===== src/rtl/wb_retire_stage.sv =====
// Writeback/retire stage: buffers completed instructions and retires one per cycle as
// register-file write pulses, checks SAVE/RESTORE against WIM, and forwards pending results.
module wb_retire_stage #(
    parameter int FIFO_DEPTH = 2,
    parameter int NWINDOWS   = 2
) (
    input  logic        clk,
    input  logic        reset,
    input  logic        in_valid,
    output logic        in_ready,
    input  logic [4:0]  in_rd,
    input  logic [63:0] in_data,
    input  logic        in_wr,
    input  logic        in_dbl,
    input  logic        in_icc_en,
    input  logic [3:0]  in_icc,
    input  logic        in_y_en,
    input  logic        in_save,
    input  logic        in_restore,
    input  logic        in_et_inc,
    input  logic        in_et_dec,
    input  logic [31:0] wim,
    output logic        reg_write_en,
    output logic        reg_writeDouble_en,
    output logic [4:0]  wr_reg,
    output logic [63:0] data,
    output logic        icc_en,
    output logic [3:0]  icc_in,
    output logic        Y_en,
    output logic        cwp_inc,
    output logic        cwp_dec,
    output logic        et_inc,
    output logic        et_dec,
    output logic        trap_req,
    output logic [1:0]  trap_type,
    input  logic        trap_ack,
    input  logic [4:0]  rs1,
    input  logic [4:0]  rs2,
    output logic        fwd1_hit,
    output logic        fwd2_hit,
    output logic [31:0] fwd1_val,
    output logic [31:0] fwd2_val,
    output logic [4:0]  shadow_cwp,
    output logic [31:0] retired_cnt
);
    localparam int         AW      = $clog2(FIFO_DEPTH);
    localparam logic [AW:0] DEPTH_V = (AW+1)'(FIFO_DEPTH);
    localparam logic [4:0] CWP_MAX = 5'(NWINDOWS - 1);
    localparam int C_WR = 7, C_DBL = 6, C_ICC = 5, C_Y = 4, C_SAVE = 3, C_REST = 2, C_ETI = 1, C_ETD = 0;

    typedef enum logic {S_RUN = 1'b0, S_TRAP = 1'b1} state_t;
    state_t r_state, w_state_next;

    logic [4:0]    r_q_rd   [FIFO_DEPTH];
    logic [63:0]   r_q_data [FIFO_DEPTH];
    logic [3:0]    r_q_icc  [FIFO_DEPTH];
    logic [7:0]    r_q_ctl  [FIFO_DEPTH];
    logic [AW-1:0] r_wr_ptr, r_rd_ptr;
    logic [AW:0]   r_count;

    logic          w_full, w_push, w_pop, w_trap, w_retire, w_upd_data;
    logic          w_do_save, w_do_restore;
    logic [4:0]    w_h_rd, w_cwp_m1, w_cwp_p1;
    logic [63:0]   w_h_data;
    logic [3:0]    w_h_icc;
    logic [7:0]    w_h_ctl;
    logic [32:0]   w_fwd1, w_fwd2;

    assign w_full   = (r_count == DEPTH_V);
    assign in_ready = reset && (r_state == S_RUN) && !w_full;
    assign w_push   = in_valid && in_ready;
    assign w_pop    = (r_state == S_RUN) && (r_count != '0);

    assign w_h_rd   = r_q_rd[r_rd_ptr];
    assign w_h_data = r_q_data[r_rd_ptr];
    assign w_h_icc  = r_q_icc[r_rd_ptr];
    assign w_h_ctl  = r_q_ctl[r_rd_ptr];

    // SAVE together with RESTORE cancels both the window move and the check.
    assign w_do_save    = w_h_ctl[C_SAVE] && !w_h_ctl[C_REST];
    assign w_do_restore = w_h_ctl[C_REST] && !w_h_ctl[C_SAVE];
    assign w_cwp_m1     = (shadow_cwp == 5'd0) ? CWP_MAX : shadow_cwp - 5'd1;
    assign w_cwp_p1     = (shadow_cwp == CWP_MAX) ? 5'd0 : shadow_cwp + 5'd1;
    assign w_trap       = w_pop && ((w_do_save && wim[w_cwp_m1]) || (w_do_restore && wim[w_cwp_p1]));
    assign w_retire     = w_pop && !w_trap;
    assign w_upd_data   = w_retire && ((w_h_ctl[C_WR] && ((w_h_rd != 5'd0) || w_h_ctl[C_DBL])) || w_h_ctl[C_Y]);

    always_ff @(posedge clk) begin
        if (w_push) begin
            r_q_rd[r_wr_ptr]   <= in_rd;
            r_q_data[r_wr_ptr] <= in_data;
            r_q_icc[r_wr_ptr]  <= in_icc;
            r_q_ctl[r_wr_ptr]  <= {in_wr, in_dbl, in_icc_en, in_y_en, in_save, in_restore, in_et_inc, in_et_dec};
        end
    end

    // A trap flushes everything, including an entry pushed on the same edge.
    always_ff @(posedge clk or negedge reset) begin
        if (!reset) begin
            r_wr_ptr <= '0;
            r_rd_ptr <= '0;
            r_count  <= '0;
        end else if (w_trap) begin
            r_wr_ptr <= '0;
            r_rd_ptr <= '0;
            r_count  <= '0;
        end else begin
            if (w_push) r_wr_ptr <= r_wr_ptr + 1'b1;
            if (w_pop)  r_rd_ptr <= r_rd_ptr + 1'b1;
            if (w_push && !w_pop)      r_count <= r_count + 1'b1;
            else if (!w_push && w_pop) r_count <= r_count - 1'b1;
        end
    end

    always_ff @(posedge clk or negedge reset) begin
        if (!reset) begin
            reg_write_en       <= 1'b0;
            reg_writeDouble_en <= 1'b0;
            icc_en             <= 1'b0;
            icc_in             <= '0;
            Y_en               <= 1'b0;
            cwp_inc            <= 1'b0;
            cwp_dec            <= 1'b0;
            et_inc             <= 1'b0;
            et_dec             <= 1'b0;
            wr_reg             <= '0;
            data               <= '0;
            shadow_cwp         <= '0;
            retired_cnt        <= '0;
        end else begin
            reg_write_en       <= w_retire && w_h_ctl[C_WR] && (w_h_rd != 5'd0);
            reg_writeDouble_en <= w_retire && w_h_ctl[C_WR] && w_h_ctl[C_DBL];
            icc_en             <= w_retire && w_h_ctl[C_ICC];
            icc_in             <= (w_retire && w_h_ctl[C_ICC]) ? w_h_icc : 4'd0;
            Y_en               <= w_retire && w_h_ctl[C_Y];
            cwp_inc            <= w_retire && w_do_restore;
            cwp_dec            <= w_retire && w_do_save;
            et_inc             <= w_retire && w_h_ctl[C_ETI] && !w_h_ctl[C_ETD];
            et_dec             <= w_retire && w_h_ctl[C_ETD];
            if (w_upd_data) begin
                wr_reg <= w_h_rd;
                data   <= w_h_data;
            end
            if (w_retire) begin
                retired_cnt <= retired_cnt + 32'd1;
                if (w_do_save)         shadow_cwp <= w_cwp_m1;
                else if (w_do_restore) shadow_cwp <= w_cwp_p1;
            end
        end
    end

    always_ff @(posedge clk or negedge reset) begin
        if (!reset) begin
            r_state   <= S_RUN;
            trap_req  <= 1'b0;
            trap_type <= 2'b00;
        end else begin
            r_state <= w_state_next;
            if (w_trap) begin
                trap_req  <= 1'b1;
                trap_type <= w_do_save ? 2'b01 : 2'b10;
            end else if (r_state == S_TRAP && trap_ack) begin
                trap_req  <= 1'b0;
                trap_type <= 2'b00;
            end
        end
    end

    always_comb begin
        w_state_next = r_state;
        case (r_state)
            S_RUN:   if (w_trap) w_state_next = S_TRAP;
            S_TRAP:  if (trap_ack) w_state_next = S_RUN;
            default: w_state_next = S_RUN;
        endcase
    end

    // Retiring strobe is the oldest candidate; queued entries override it oldest to youngest.
    function automatic logic [32:0] fwd_lookup(input logic [4:0] rs);
        logic [32:0]   res;
        logic [AW-1:0] idx;
        res = '0;
        idx = '0;
        if (rs != 5'd0) begin
            if (reg_write_en && wr_reg == rs)
                res = {1'b1, data[31:0]};
            else if (reg_writeDouble_en && (wr_reg + 5'd1) == rs)
                res = {1'b1, data[63:32]};
            for (int i = 0; i < FIFO_DEPTH; i++) begin
                if (i < int'(r_count)) begin
                    idx = r_rd_ptr + AW'(i);
                    if (r_q_ctl[idx][C_WR] && r_q_rd[idx] == rs)
                        res = {1'b1, r_q_data[idx][31:0]};
                    else if (r_q_ctl[idx][C_WR] && r_q_ctl[idx][C_DBL] && (r_q_rd[idx] + 5'd1) == rs)
                        res = {1'b1, r_q_data[idx][63:32]};
                end
            end
        end
        return res;
    endfunction

    always_comb begin
        w_fwd1 = fwd_lookup(rs1);
        w_fwd2 = fwd_lookup(rs2);
    end

    assign fwd1_hit = w_fwd1[32];
    assign fwd1_val = w_fwd1[31:0];
    assign fwd2_hit = w_fwd2[32];
    assign fwd2_val = w_fwd2[31:0];
endmodule


===== config.mk =====
export PLATFORM = sky130hd
export DESIGN_NAME = wb_retire_stage
export DESIGN_NICKNAME = d
export VERILOG_FILES = /design/src/rtl/wb_retire_stage.sv
export SDC_FILE = /design/constraint.sdc
export NUM_CORES = 1
export LEC_CHECK = 0
export BUFFER_PORTS_ARGS = -buffer_cell sky130_fd_sc_hd__buf_4
export CORE_AREA = 2 2 275 222
export CTS_BUF_LIST = sky130_fd_sc_hd__clkbuf_16
export DETAILED_ROUTE_END_ITERATION = 6
export DIE_AREA = 0 0 277 224
export GPL_TIMING_DRIVEN = 0
export PLACE_DENSITY = 0.55
export SYNTH_ARGS = -nofsm -noshare
export SYNTH_HDL_FRONTEND = slang
export SYNTH_SLANG_ARGS = --single-unit

===== constraint.sdc =====
create_clock -name clk -period 13.8 [get_ports clk]
set_clock_uncertainty 0.1 [all_clocks]
set_input_delay 1.38 -clock clk [delete_from_list [all_inputs] [get_ports clk]]
set_output_delay 1.38 -clock clk [all_outputs]
set_load 0.01 [all_outputs]

==> results.txt <==
H-tree levels: 2
root buf cell: clkbuf_16
fin crit period: 7.42 ns
final wirelength: 69000 um
# IOs: 315
via count: 15538
register area share after synthesis: 45.5%
Slew @ Worst Pin: 1.29 ns
CP bufs+invs: 8
DR vias/cell: 5.64
area grow syn2layout: 26.5%
Starting Density: 29.8%
die area: 62000 sq um
critical path class: reg2reg
cell area after synthesis: 17600 sq um
Largest register FFs: 128
count of pins over their slew limit: 0
Nets: 2084
Synth Net Count: 1728
unrepaired setup endpoints after global routing: no
Async S/R FF share, synth: 43.8%
routability cong.: 0.897
port bufs: 310
status: finished, final reports clean
# fillers: 5834
Hold WS: 0.373 ns
Num CTS Buffers: 38
Achievable Freq: 135 MHz
Slew HR: 13.0%
grt ovf: 0
maxcap violations: 0
area leader, netlist: edfxtp_1
critical path, cell by cell: buf_2, buf_2, clkbuf_1, clkbuf_1, clkbuf_1, buf_1, mux2i_1, inv_1, ha_1, and3b_1, a32o_1, or3b_2, a2111oi_0, nor4_2, nand3_2, clkbuf_1, a2111oi_0, a21oi_1
Reg clk slew, reported paths: 0.07 ns
# rows: 80
Iter 0 DRT Violations: 1542
core box area: 59300 sq um
Routed Antenna Nets: 0
gr usage total: 21.7%
worst skew pair latency: 0.56 ns
Final setup viols: 0
Die Y: 224 um
Seq cells post-synth: 288
final hold vios: 0
startpoint class of the critical path: register
post-route insts no fill: 2755
placed instance area: 21100 sq um
first-pass GRT wire length: 101000 um
Mapped Avg Cell Area: 11.1 sq um
# Post-CTS Setup Buffers: 0
DR pass1 iterations: 6
CTS tree: yes
placed insts: 2682
Top delay family on crit path: buffers and inverters
fraction of layout cells with a size suffix above 1: 30.0%
TNS Setup: 0 ns
commonest non-fill, non-tap cells in the layout: buf_4 (310), nand2_1 (228), a21oi_1 (182)
post-cts resize count: 0
final instance area: 22300 sq um
pin count of the biggest net entering global routing: 70
Final Cycle Share: 53.8%
Yosys warnings: 0
HPWL Detailed: 51300 um
drt drc: 0
Die X: 277 um
Pleak: 8.70 nW
vias in the first global route: 15345
number of synthesized flops with an enable pin: 162
Cell Pwr Density: 218 nW/um^2
Regs by FF count: r_q_data (128), data (64), retired_cnt (32)
worst hold path type: reg2reg
CTS Hold Bufs: 0
largest reg by FF count: r_q_data
initial antenna violation count: 3
Critical Path RT: 14.10 ns
Post-synth top flop: edfxtp_1
post-synth cell types: 72
Critical Path Fanout Max: 10
slowest stage delay, CP: 0.82 ns
CTS max path bufs: 3
worst-path cell with the longest stage delay: clkbuf_1
top cell type's share of synthesized area: 27.6%
drt wl/cell: 25.1 um
Syn Inst Count: 1587
CP endpoint kind: register
arrival time worst endpoint: 7.73 ns
synth top area cells: edfxtp_1 (28%), dfrtp_1 (18%), mux4_2 (11%), mux2_2 (5.7%), a21oi_1 (5.2%)
cell mode on critical path: clkbuf_1
most common cell after layout, fill and taps aside: buf_4
clock sink count: 288
worst vdd ir: 138 uV
[path summary, 6_finish.rpt]
kind	start	to	slack, ns	cells past startpoint
worst max-delay path	r_rd_ptr$_DFFE_PN0P_	shadow_cwp[1]$_DFFE_PN0P_	6.38	18
worst min-delay path	retired_cnt[31]$_DFFE_PN0P_	retired_cnt[31]$_DFFE_PN0P_	0.37	1
worst max register to register	r_rd_ptr$_DFFE_PN0P_	shadow_cwp[1]$_DFFE_PN0P_	6.38	18
worst min register to register	retired_cnt[31]$_DFFE_PN0P_	retired_cnt[31]$_DFFE_PN0P_	0.37	1
max in group asynchronous	reset	data[31]$_DFFE_PN0P_	12.07	2
min in group asynchronous	reset	et_dec$_DFF_PN0_	0.72	1
[cell type report]
cell class	instances	area, sq um	share of cell area [%]
diodes	3	7.51	0.0336
plain buffers	115	459	2.06
clock buffers	39	976	4.37
clock inverters	31	223	0.998
inverters	30	113	0.505
multi-input cells	1154	9080	40.7
flip-flops and latches	288	8020	35.9
well taps	779	975	4.37
repair buffers	316	2460	11.0
[layer usage]
layer | track usage [%] | up-vias | routed length (um)
met5 | 0 | - | 12
met4 | 9.47 | 2 | 2750
met3 | 5.20 | 176 | 6540
met2 | 32.2 | 885 | 30400
met1 | 30.1 | 7740 | 29400
li1 | - | 6735 | -
[worst reg2reg max path: cells and delay by family (launching register included)]
family	cells	cell delay (ns)
buffers and inverters	8	3.65
adder cells (fa/ha/maj)	1	0.24
flip-flops	1	0.31
multiplexers	1	0.32
AO/OA/AOI/OAI	4	1.20
AND/OR/NAND/NOR	4	1.45
[cell families (layout without fill, tap and decap cells)]
| family | after synthesis | after routing | synth area share [%] |
|---|---|---|---|
| fa+ha+maj | 14 | 14 | 0.993 |
| simple gates | 454 | 454 | 11.9 |
| mux | 263 | 263 | 22.1 |
| compound gates | 337 | 337 | 12.0 |
| flops | 288 | 288 | 45.5 |
| other cells | 0 | 3 | 0 |
| xor+xnor | 86 | 86 | 4.31 |
| buf+inv | 145 | 531 | 3.24 |
[Yosys cell counts (all sizes together), types with 30 or more instances]
master	number
xnor2	45
dfrtp	126
nor2	57
o31ai	33
xor2	41
clkbuf	88
mux2i	76
a21oi	182
nor3	48
nand2	228
inv	30
nand3	36
mux2	99
edfxtp	162
mux4	88
[through the flow]
step / utilization (%) / power, mW / setup slack [ns]
after floorplan: - / 2.94 / 7.83
after global placement: 35.3 / 3.86 / 3.52
after detailed placement: 35.6 / 3.90 / 6.32
after CTS: 37.6 / 4.88 / 6.29
after global routing: 37.6 / 5.14 / 5.86
final: 37.6 / 4.87 / 6.38
[report_power, final]
part           internal, mW  leakage (nW)  switching, mW
registers              1.14          2.98          0.225
logic                  1.13          5.11           1.42
clock network         0.554         0.611          0.405
total                  2.82          8.70           2.05
No activity file was read; power rests on OpenSTA's default activity.
